==> config.mk <==
export PLATFORM = sky130hd
export DESIGN_NAME = generador_notas
export DESIGN_NICKNAME = d
export VERILOG_FILES = /design/src/rtl/generador_notas.sv
export SDC_FILE = /design/constraint.sdc
export NUM_CORES = 1
export LEC_CHECK = 0
export CELL_PAD_IN_SITES_DETAIL_PLACEMENT = 1
export CELL_PAD_IN_SITES_GLOBAL_PLACEMENT = 2
export CORE_ASPECT_RATIO = 0.8
export CORE_MARGIN = 2
export CORE_UTILIZATION = 37
export DETAILED_ROUTE_END_ITERATION = 10
export HOLD_SLACK_MARGIN = 0.02
export PLACE_DENSITY_LB_ADDON = 0.05
export SYNTH_ARGS = -nofsm -noshare
export SYNTH_HDL_FRONTEND = slang
export SYNTH_SLANG_ARGS = --single-unit
==> constraint.sdc <==
create_clock -name clk -period 3.3 [get_ports clk]
set_input_delay 0.825 -clock clk [delete_from_list [all_inputs] [get_ports clk]]
set_output_delay 0.825 -clock clk [all_outputs]
set_load 0.05 [all_outputs]
==> src/rtl/generador_notas.sv <==
// Square-wave tone generator: debounced key bank, lowest-index priority select,
// octave shift, and note changes/stops only on half-period boundaries.
module generador_notas #(
  parameter int N_TECLAS        = 7,
  parameter int CNT_W           = 16,
  parameter int DEBOUNCE_CYCLES = 500000,
  parameter logic [N_TECLAS*CNT_W-1:0] MITAD_PERIODOS = {
    16'd12658, 16'd14205, 16'd15954, 16'd17908, 16'd18968, 16'd21295, 16'd23901}
) (
  input  logic                                           clk,
  input  logic                                           reset,
  input  logic [N_TECLAS-1:0]                            teclas,
  input  logic [1:0]                                     octava,
  output logic                                           clk_out,
  output logic                                           activo,
  output logic [((N_TECLAS > 1) ? $clog2(N_TECLAS) : 1)-1:0] nota
);

  localparam int NOTA_W = (N_TECLAS > 1) ? $clog2(N_TECLAS) : 1;
  localparam int DEB_W  = (DEBOUNCE_CYCLES > 1) ? $clog2(DEBOUNCE_CYCLES) : 1;
  localparam logic [DEB_W-1:0] DEB_FIN = DEB_W'(DEBOUNCE_CYCLES - 1);

  typedef enum logic {REPOSO, SONANDO} estado_t;

  logic [N_TECLAS-1:0] sync1, sync2, deb;
  logic [DEB_W-1:0]    deb_cnt [N_TECLAS];

  logic                pressed;
  logic [NOTA_W-1:0]   sel;
  logic [CNT_W-1:0]    entrada, h_desp, h_nuevo;

  estado_t             estado, estado_sig;
  logic [CNT_W-1:0]    cnt, cnt_sig, h_held, h_sig;
  logic                clk_sig;
  logic [NOTA_W-1:0]   nota_sig;

  always_ff @(posedge clk) begin
    if (reset) begin
      sync1 <= '0;
      sync2 <= '0;
    end else begin
      sync1 <= teclas;
      sync2 <= sync1;
    end
  end

  // A key change is only accepted after DEBOUNCE_CYCLES consecutive clocks of disagreement.
  always_ff @(posedge clk) begin
    if (reset) begin
      deb <= '0;
      for (int i = 0; i < N_TECLAS; i++) deb_cnt[i] <= '0;
    end else begin
      for (int i = 0; i < N_TECLAS; i++) begin
        if (sync2[i] != deb[i]) begin
          if (deb_cnt[i] == DEB_FIN) begin
            deb[i]     <= sync2[i];
            deb_cnt[i] <= '0;
          end else begin
            deb_cnt[i] <= deb_cnt[i] + DEB_W'(1);
          end
        end else begin
          deb_cnt[i] <= '0;
        end
      end
    end
  end

  always_comb begin
    sel     = '0;
    pressed = |deb;
    for (int i = N_TECLAS - 1; i >= 0; i--) begin
      if (deb[i]) sel = NOTA_W'(i);
    end
    entrada = MITAD_PERIODOS[int'(sel)*CNT_W +: CNT_W];
    h_desp  = entrada >> octava;
    h_nuevo = (h_desp == '0) ? CNT_W'(1) : h_desp;
  end

  always_ff @(posedge clk) begin
    if (reset) begin
      estado  <= REPOSO;
      cnt     <= '0;
      h_held  <= '0;
      clk_out <= 1'b0;
      nota    <= '0;
    end else begin
      estado  <= estado_sig;
      cnt     <= cnt_sig;
      h_held  <= h_sig;
      clk_out <= clk_sig;
      nota    <= nota_sig;
    end
  end

  // Key/octave changes are only sampled at terminal count so every half lasts h_held clocks.
  always_comb begin
    estado_sig = estado;
    cnt_sig    = cnt;
    h_sig      = h_held;
    clk_sig    = clk_out;
    nota_sig   = nota;
    case (estado)
      REPOSO: begin
        clk_sig = 1'b0;
        cnt_sig = '0;
        if (pressed) begin
          estado_sig = SONANDO;
          clk_sig    = 1'b1;
          h_sig      = h_nuevo;
          nota_sig   = sel;
        end
      end
      SONANDO: begin
        if (cnt == h_held - CNT_W'(1)) begin
          cnt_sig = '0;
          if (pressed) begin
            clk_sig  = ~clk_out;
            h_sig    = h_nuevo;
            nota_sig = sel;
          end else begin
            clk_sig    = 1'b0;
            estado_sig = REPOSO;
          end
        end else begin
          cnt_sig = cnt + CNT_W'(1);
        end
      end
      default: estado_sig = REPOSO;
    endcase
  end

  assign activo = (estado == SONANDO);

endmodule

==> results of run 1 <==
metrics by stage:
| stage | instances | cell area (um^2) | utilization (%) |
|---|---|---|---|
| global route | 1602 | 12140 | 44.37 |
| global placement | 1570 | 11470 | 41.93 |
| detailed placement | 1570 | 11470 | 41.93 |
| CTS | 1602 | 12130 | 44.32 |
| floorplan | 1206 | 10810 | - |
| finish | 1602 | 12140 | 44.37 |
kinds of logic (layout without fill, tap and decap cells):
group,after synthesis,in the layout,synth area share (%)
other cells,1,133,0.03634
mux,12,12,1.285
buf+inv,73,105,2.825
xor+xnor,153,153,12.99
simple gates,522,522,24.65
compound gates,109,109,6.754
flops,190,190,49.76
fa+ha+maj,14,14,1.698
where the power goes:
group / switching, uW / total, uW / leakage [uW] / internal [uW]
clock: 934 / 2310 / 0.000326 / 1370
sequential: 76.4 / 2700 / 0.00183 / 2630
combinational: 121 / 205 / 0.00216 / 84.5
cell usage after synthesis (2+ instances only):
cell / number / area share [%]
a311oi_1: 4 / 0.34
nand3_1: 68 / 3.3
a21oi_1: 36 / 1.7
nor2_1: 208 / 7.6
or2_2: 5 / 0.30
o31ai_1: 3 / 0.22
nor2b_1: 17 / 1.0
and4_1: 9 / 0.76
o32ai_1: 2 / 0.17
xor2_1: 97 / 8.2
or4_1: 6 / 0.44
o21a_1: 2 / 0.15
nor3b_1: 2 / 0.15
and2_1: 4 / 0.24
nand2_1: 71 / 2.6
o21ai_0: 27 / 1.3
o2111ai_1: 4 / 0.34
edfxtp_1: 133 / 39
o22ai_1: 4 / 0.24
xnor2_1: 56 / 4.8
nor4_1: 14 / 0.85
or4_4: 2 / 0.22
a31oi_1: 3 / 0.18
o211ai_1: 3 / 0.22
a211oi_1: 5 / 0.36
mux2i_1: 11 / 1.1
inv_1: 26 / 0.95
ha_1: 14 / 1.7
dfxtp_1: 57 / 11
nand4b_1: 3 / 0.25
nor4b_1: 10 / 0.85
nor3_1: 26 / 1.3
buf_6: 2 / 0.22
or3_1: 15 / 0.91
nand4_1: 30 / 1.8
and3_1: 26 / 1.6
clkbuf_1: 42 / 1.5
a221oi_1: 3 / 0.25
worst max path at each step:
stage | startpoint | to | slack, ns | cells past startpoint
2_1_floorplan | deb[3] | h_held[0] | 0.12 | 12
3_3_place_gp | octava[0] | h_held[0] | 0.17 | 9
3_5_place_dp | octava[0] | h_held[0] | 0.14 | 9
4_1_cts | deb[3] | h_held[0] | 0.18 | 11
5_1_grt | deb[3] | h_held[0] | -0.01 | 11
6_report | deb[3] | h_held[0] | 0.25 | 11
per-layer routing:
metal | part of all wire [%] | GRT usage (%) | wire (um)
met5 | 0 | 0 | 0
met4 | 0.74 | 5.205 | 172
met3 | 2.3 | 3.077 | 546
met2 | 45 | 26.60 | 10430
met1 | 52 | 24.21 | 12250
state kept, by name, indices dropped and copies added, names as in the netlist:
register	cells
activo	1
clk_out	1
cnt	16
deb	7
deb_cnt	133
h_held	15
nota	3
sync1	7
sync2	7
critical path: stages (launching register included):
cell and delay, ns:
dfxtp_1 0.46, or2_2 0.21, o21ai_0 0.13, buf_4 0.18, inv_1 0.14, ha_1 0.28, mux4_2 0.25, or3b_2 0.49
nand4b_1 0.22, a211oi_2 0.27, a211oi_1 0.11, o31ai_1 0.24
layout make-up:
cell class | instances | area, um^2 | area share, %
inverter | 26 | 97.59 | 0.8039
clock buffer | 25 | 538.0 | 4.432
clock inverter | 7 | 117.6 | 0.9688
timing repair buffer | 47 | 385.4 | 3.174
multi-input combinational | 943 | 5410 | 44.56
tap | 364 | 455.4 | 3.751
sequential | 190 | 5136 | 42.31
==> results.toml, run 1 <==
[timing]
fin_setup_tns_ns = 0
timing.final.max_slew_violations = 0
fin_worst_skew_ns = 0.01468
finalHoldWorstSlack_ns = 0.4406
post-route-min-period_ns = 3.051
max_slew_margin_vs_limit_pct = 53.43
layout_worst_path_cycle_share_pct = 92.45
clock.fmax_mhz = 327.8
setup-violations-final = 0
final_critical_path_setup_slack_ns = 0.2492
worst-slew-pin-transition_ns = 0.6986
count_of_final_hold_check_violations = 0

[setup_path]
critPathMaxFanout = 8
endpoint_kind = "flop"
r2r-start = "deb[3]"
cp.required_ns = 3.66
critical_path_class = "reg2reg"
regToRegSetupSlack_ns = 0.25
rr_worst_depth = 11
arrival_ns = 3.41
crit-reg2reg-capture = "h_held[0]"
critical_path_startpoint_category = "flop"

[cts]
cts_post_setup_buffers_inserted = 0
clock_tree.htree_level_count = 4
clockRootBuffer = "clkbuf_16"
clock_sink_count = 190
clock_tree.buffer_depth = 2
holdBufCountCts = 0
tritoncts = "yes"
post_cts_resize_count = 0
worst_skew_pair.late_latency_ns = 0.45
tritoncts.num_buffers = 17
worst_setup_hold_path_clk_slew_ns = 0.07

[placed_design]
globalplace.congestion = 0.7910
post-dp-hpwl_mm = 16.83
place_ws_ns = 0.1358
port_buffers = 15

[global_routing]
grt_residual_overflow = 0
grt_util_all_layers_pct = 17.12
grt_first_pass_wirelength_mm = 40.57
number_of_global_route_vias_before_repair = 8221
grt_max_degree = 20
antenna_found_initial = 0

[route]
first_pass_iters = 5
post_drt_wl_per_cell_um = 14.60
postRouteWirelength_mm = 23.39
total_drc_errors_in_the_routed_layout = 0
antenna_left = 0
vias_per_cell = 4.915
route.vias.total = 7874
detailedRoute.firstIterationViolations = 286

[yosys]
dominantRegCellSynth = "edfxtp_1"
synth_area_um2 = 10320
number_of_enable_flip_flop_cells_after_synthesis = 133
postSynthCellCount = 1074
yosys_warnings = 0
postSynthRegisterBits = 190
synthArstFlopShare_pct = 0
ys_seq_area_share_pct = 49.76
synth.avg_cell_area_um2 = 9.608
synth_cell_type_count = 62

[floorplanning]
std_cell_rows = 54
io_pins = 16
dieHeight_um = 153.4
dieArea_um2 = 29250
floorplan.die.width_um = 190.7
initial_core_util_pct = 37.71
coreArea_um2 = 27360

[power_and_ir_drop]
peak_supply_drop_v = 0.0003671
post-layout-total-power_uw = 5213
static-leakage-power_uw = 0.004322
power.density_cell_area_nw_per_um2 = 429.4

[cells_and_area]
final_cell_mix = "nor2_1, edfxtp_1, conb_1"
final_net_count = 1250
area_growth_syn_to_layout_pct = 17.65
fillers = 3176
antennaDiodeCount = 0
fraction_of_final_layout_cells_with_drive_strength_greater_than_1_pct = 6.462
leading_cell_type_in_the_layout_fill_and_taps_excluded = "nor2_1"

[flow_run]
max_cap_violations = 0

[min_path]
min_path_cells = 1
timing.hold.worst_endpoint = "sync2[0]"
worst_hold_startpoint = "sync1[0]"
min-delay-path-class = "reg2reg"

[run_status]
outcome = "completed"
Note: power is estimated with default switching activity, not from simulation.
==> run 2, diff against run 1 <==
--- a/config.mk
+++ b/config.mk
@@ -10,6 +10,7 @@
 export CORE_ASPECT_RATIO = 0.8
 export CORE_MARGIN = 2
 export CORE_UTILIZATION = 37
+export CTS_CLUSTER_SIZE = 20
 export DETAILED_ROUTE_END_ITERATION = 10
 export HOLD_SLACK_MARGIN = 0.02
 export PLACE_DENSITY_LB_ADDON = 0.05
==> results of run 2 <==
The final DEF is identical to that of run 1; final timing and power are the same.
==> patch 1 (flow settings as in run 1) <==
`CNT_W`: 16 -> 24.
--- a/src/rtl/generador_notas.sv
+++ b/src/rtl/generador_notas.sv
@@ -2,7 +2,7 @@
 // octave shift, and note changes/stops only on half-period boundaries.
 module generador_notas #(
   parameter int N_TECLAS        = 7,
-  parameter int CNT_W           = 16,
+  parameter int CNT_W           = 24,
   parameter int DEBOUNCE_CYCLES = 500000,
   parameter logic [N_TECLAS*CNT_W-1:0] MITAD_PERIODOS = {
     16'd12658, 16'd14205, 16'd15954, 16'd17908, 16'd18968, 16'd21295, 16'd23901}
Formal check against the unedited RTL: same outputs for any inputs over 10 cycles, from zero or initial values and one cycle with reset high; that may be too few to reach the edited logic, so the function may still have changed.
==> patch 1 against run 1 <==
Sequential cell count up 16; clock power up 14%; global-route usage down 0.15 points; synthesized area up 9.3%; wire length up 12%; first-iteration DRC count up 27%; via count up 11%; design area up 10%; total power up 10%; worst setup slack worse by 0.090 ns.
==> patch 1: results (changes against run 1) <==
| Metric | Value |
|---|---|
| Register area share after synthesis | `0.4839 (-0.01373)` |
| Synth top cells by count | `230 x nor2_1, 133 x edfxtp_1, 105 x xor2_1, 90 x nand2_1, 84 x nand3_1` |
| Slowest library cell on the worst path | `or4_4` |
| Port bufs | `15 (unchanged)` |
| CTS buffer count | `25 (+8)` |
| First-pass DRT Iterations | `4 (-1)` |
| H-tree levels | `1 (-3)` |
| FILL cells | `3548 (+12%)` |
| RePlAce Congestion | `0.8143 (+2.9%)` |
| First-pass GRT wire length | `44.28 mm (+9.1%)` |
| Ratio of cells with drive above 1 in the final layout | `0.07241 (+0.007791)` |
| Cells after DPL | `1748 (+11%)` |
| Total global routing track utilization | `0.1696 (-0.001549)` |
| Cell area after placement | `12570 sq um (+9.6%)` |
| Max FO, Critical Path | `6 (-2)` |
| Multiplexer area fraction after synthesis | `0.01465 (+0.001797)` |
| Biggest registers after layout | `deb_cnt: 133 flops, cnt: 24 flops, h_held: 23 flops` |
| Clk buf depth | `3 (+1)` |
| Slew @ Worst Pin | `0.8100 ns (+0.1114 ns)` |
| Critical path arrival | `3.61 ns (+0.20 ns)` |
| Worst IR Drop VDD | `0.0003556 V (-3.2%)` |
| Fin cells | `1794 (+12%)` |
| Area share of fa/ha/maj cells after synthesis | `0.01665 (-0.0003277)` |
| Area fraction in compound gates after synthesis | `0.07814 (+0.01060)` |
| WL final | `26.22 mm (+12%)` |
| Outcome | `complete, no violations` |
| Avg Vias per Cell | `4.892 (-0.47%)` |
| Max Clock Skew | `0.01008 ns (-0.004591 ns)` |
| Largest stage delay, worst path | `0.57 ns (+0.08 ns)` |
| Worst-Skew Late Latency | `0.54 ns (+0.09 ns)` |
| Distinct cells, synth | `68 (+9.7%)` |
| XOR/XNOR Fraction of Synth Area | `0.1313 (+0.001433)` |
| Seq power | `0.00290 W (+7%)` |
| Fin nets | `1388 (+11%)` |
| Syn avg cell area | `9.418 sq um (-2.0%)` |
| FFs w/ async S/R, synth | `0 (unchanged)` |
| Number of global-route vias before repair | `8650 (+5.2%)` |
| Resized Gates After CTS | `0 (unchanged)` |
| Iter 0 DRT Violations | `362 (+27%)` |
| Post-DP HPWL | `19.14 mm (+14%)` |
| Pre-CTS setup slack | `0.05140 ns (-0.08443 ns)` |
| Top post-synthesis cells by area | `edfxtp_1 35%, dfxtp_1 13%, xor2_1 8.2%` |
| Largest net degree at the start of global routing | `39 (+95%)` |
| Static leakage | `4.846 nW (+12%)` |
| Pint | `0.004447 W (+9.0%)` |
| Overall power | `0.005745 W (+10%)` |
| P_clk | `0.00263 W (+14%)` |
[patch 1: changes by cell type in the layout (fill, tap and decap cells not counted), sizes merged, moves of 8 or more]
| cell | before | now |
|---|---|---|
| a211oi | 5 | 16 |
| a21oi | 36 | 49 |
| buf | 33 | 44 |
| clkbuf | 25 | 40 |
| dfxtp | 57 | 73 |
| nand2 | 71 | 90 |
| nand3 | 68 | 84 |
| nor2 | 208 | 231 |
| xnor2 | 56 | 64 |
| xor2 | 97 | 105 |
[patch 1: layer usage]
metal | GRT usage | wire length, um | up-vias
li1 | - | - | 4420
met1 | 0.2561 | 13740 | 4233
met2 | 0.2513 | 10920 | 90
met3 | 0.02703 | 1086 | 33
met4 | 0.04138 | 479 | 0
met5 | 0 | 0 | -
[patch 1: logic make-up (layout without fill, tap and decap cells)]
kind of cell | count (synthesis) | after routing
muxes | 15 | 15
AOI/OAI and AO/OA | 138 | 138
adders and majority gates | 15 | 15
DFF | 206 | 206
buffers and inverters | 74 | 126
other | 1 | 133
xor gates and xnor gates | 169 | 169
and+or+nand+nor | 579 | 579
[patch 1: final timing paths]
path / endpoint / slack [ns] / startpoint / depth (start not counted)
max: h_held[5] / 0.16 / h_held[2] / 8
min: sync2[6] / 0.43 / sync1[6] / 1
max reg2reg: h_held[5] / 0.16 / h_held[2] / 8
min reg2reg: sync2[6] / 0.43 / sync1[6] / 1
[patch 1: cell type report]
type	count	area [sq um]	share of cell area
multi-input combinational	1049	6022	0.4507
clock inverter	6	37.54	0.002809
inverter	22	82.58	0.006180
clock buffer	40	742.0	0.05553
timing repair buffer	58	505.5	0.03783
tap	413	516.7	0.03867
sequential	206	5455	0.4083
[patch 1: critical path: cells and delay by family, from the launching register on]
kind            cells  cell delay, ns
simple gates        4            2.04
flops               1            0.34
compound gates      4            0.69
==> patch 2 (config.mk and constraints of run 1) <==
Without the edit above. Register the output `activo`; this adds one clock of latency there. The other outputs are not delayed to match.
--- a/src/rtl/generador_notas.sv
+++ b/src/rtl/generador_notas.sv
@@ -129,7 +129,9 @@
     endcase
   end
 
-  assign activo = (estado == SONANDO);
+  always_ff @(posedge clk) begin
+    activo <= (estado == SONANDO);
+  end
 
 endmodule
 
Behaviour: no difference found for any inputs over 10 cycles, from zero or initial values and one cycle with reset high; that may be too few to reach the edited logic, so the function may still have changed.
==> patch 2 against run 1 <==
Wire length shrank 1.1%; synthesized area grew 0.19%; synthesized cell count is essentially flat; global-route usage shrank 0.21 points; count of clock-buffer cells in the layout shrank 3; worst setup slack gained 0.033 ns; sequential power is essentially flat; clock power shrank 8%; largest cell class unchanged; design area shrank 0.30%; total power shrank 3.2%; sequential cell count grew 1; sequential share of layout area grew 0.28 points.
==> patch 2: results (changes against run 1) <==
| Metric | Value |
|---|---|
| RR Endpoint | `h_held[0]` |
| FFs w/ async S/R, synth | `0 (unchanged)` |
| Largest net degree at the start of global routing | `30 (+50%)` |
| CTS buffer count | `17 (unchanged)` |
| Synth top cells by count | `208 x nor2_1, 133 x edfxtp_1, 97 x xor2_1, 71 x nand2_1, 68 x nand3_1` |
| WL final | `23.13 mm (-1.1%)` |
| Critical path type | `reg -> reg` |
| FF+latch area | `5155 sq um (+0.37%)` |
| RePlAce Congestion | `0.8023 (+1.4%)` |
| Vias | `7911 (+0.47%)` |
| Max Clock Skew | `0.01212 ns (-0.002556 ns)` |
| Slew margin rel. | `0.5055 (-0.02871)` |
| Hold Crit Start | `estado` |
| Post-DP HPWL | `16.89 mm (+0.34%)` |
| Cell area after placement | `11500 sq um (+0.21%)` |
| Overall power | `0.005045 W (-3.2%)` |
| Outcome | `complete, no violations` |
| Minimum clock period | `3.018 ns (-0.03257 ns)` |
| Fin nets | `1253 (+0.24%)` |
| Max Cap Viol | `0 (unchanged)` |
| Resized Gates After CTS | `0 (unchanged)` |
| Port bufs | `15 (unchanged)` |
| P_clk | `0.00213 W (-8%)` |
| Drt wl/cell | `14.41 um (-1.3%)` |
| Static leakage | `4.311 nW (-0.26%)` |
| Ratio of cells with drive above 1 in the final layout | `0.06446 (-0.0001562)` |
| First-pass GRT wire length | `40.38 mm (-0.48%)` |
| CP top delay family | `compound AO/OA/AOI/OAI gates` |
| Cells after DPL | `1573 (+0.19%)` |
| Min Hold Slack | `0.4162 ns (-0.02445 ns)` |
| Min-Delay Path Class | `reg -> reg` |
| Min-Delay Endpoint | `activo` |
| FILL cells | `3176 (unchanged)` |
| R2R cell count | `11 (unchanged)` |
| Register area share after synthesis | `0.4986 (+0.0009727)` |
| Top post-synthesis cells by area | `edfxtp_1 39%, dfxtp_1 11%, xor2_1 8.2%` |
| Iter 0 DRT Violations | `436 (+52%)` |
| Sw Pwr | `0.001141 W (+0.81%)` |
| Total global routing track utilization | `0.1691 (-0.002111)` |
| Critical path arrival | `3.37 ns (-0.04 ns)` |
| Max FO, Critical Path | `7 (-1)` |
| Number of global-route vias before repair | `8092 (-1.6%)` |
| N_diodes | `0 (unchanged)` |
| First-pass DRT Iterations | `4 (-1)` |
| Post-CTS setup buffer count | `0 (unchanged)` |
| Hold Path Stages | `0 (-1)` |
| Worst-Skew Late Latency | `0.44 ns` |
| Combinational power share | `0.040` |
| Pre-CTS setup slack | `0.1232 ns (-0.01260 ns)` |
| Reg2reg start | `deb[3]` |
| Reg2reg setup slack | `0.28 ns (+0.03 ns)` |
| Worst IR Drop VDD | `0.0003352 V (-8.7%)` |
| Syn avg cell area | `9.617 sq um (+0.10%)` |
| CTS root buf | `clkbuf_16` |
[patch 2: cell count changes after synthesis, sizes merged]
cell	delta
dfxtp	+1
[patch 2: cell type report]
class                   count  share of cell area
well taps                 364             0.03763
inverters                  26            0.008063
clock buffers              22             0.04197
repair buffers             49             0.03308
flip-flops and latches    191              0.4259
clock inverters            10            0.007856
multi-input cells         943              0.4455
[patch 2: metal layers]
layer	vias to the layer above	GRT usage	wire length (um)
li1	3981	-	-
met1	3858	0.2471	12270
met2	60	0.2569	10050
met3	12	0.03652	637
met4	0	0.03470	167
met5	-	0	0
[patch 2: cell families (layout without fill, tap and decap cells)]
family,after synthesis,after routing,share of synthesized area
XOR/XNOR,153,153,0.1296
AND/OR/NAND/NOR,522,522,0.2460
multiplexers,12,12,0.01283
other,1,133,0.0003627
flip-flops,191,191,0.4986
adder cells (fa/ha/maj),14,14,0.01694
AO/OA/AOI/OAI,109,109,0.06741
buffers and inverters,73,107,0.02820
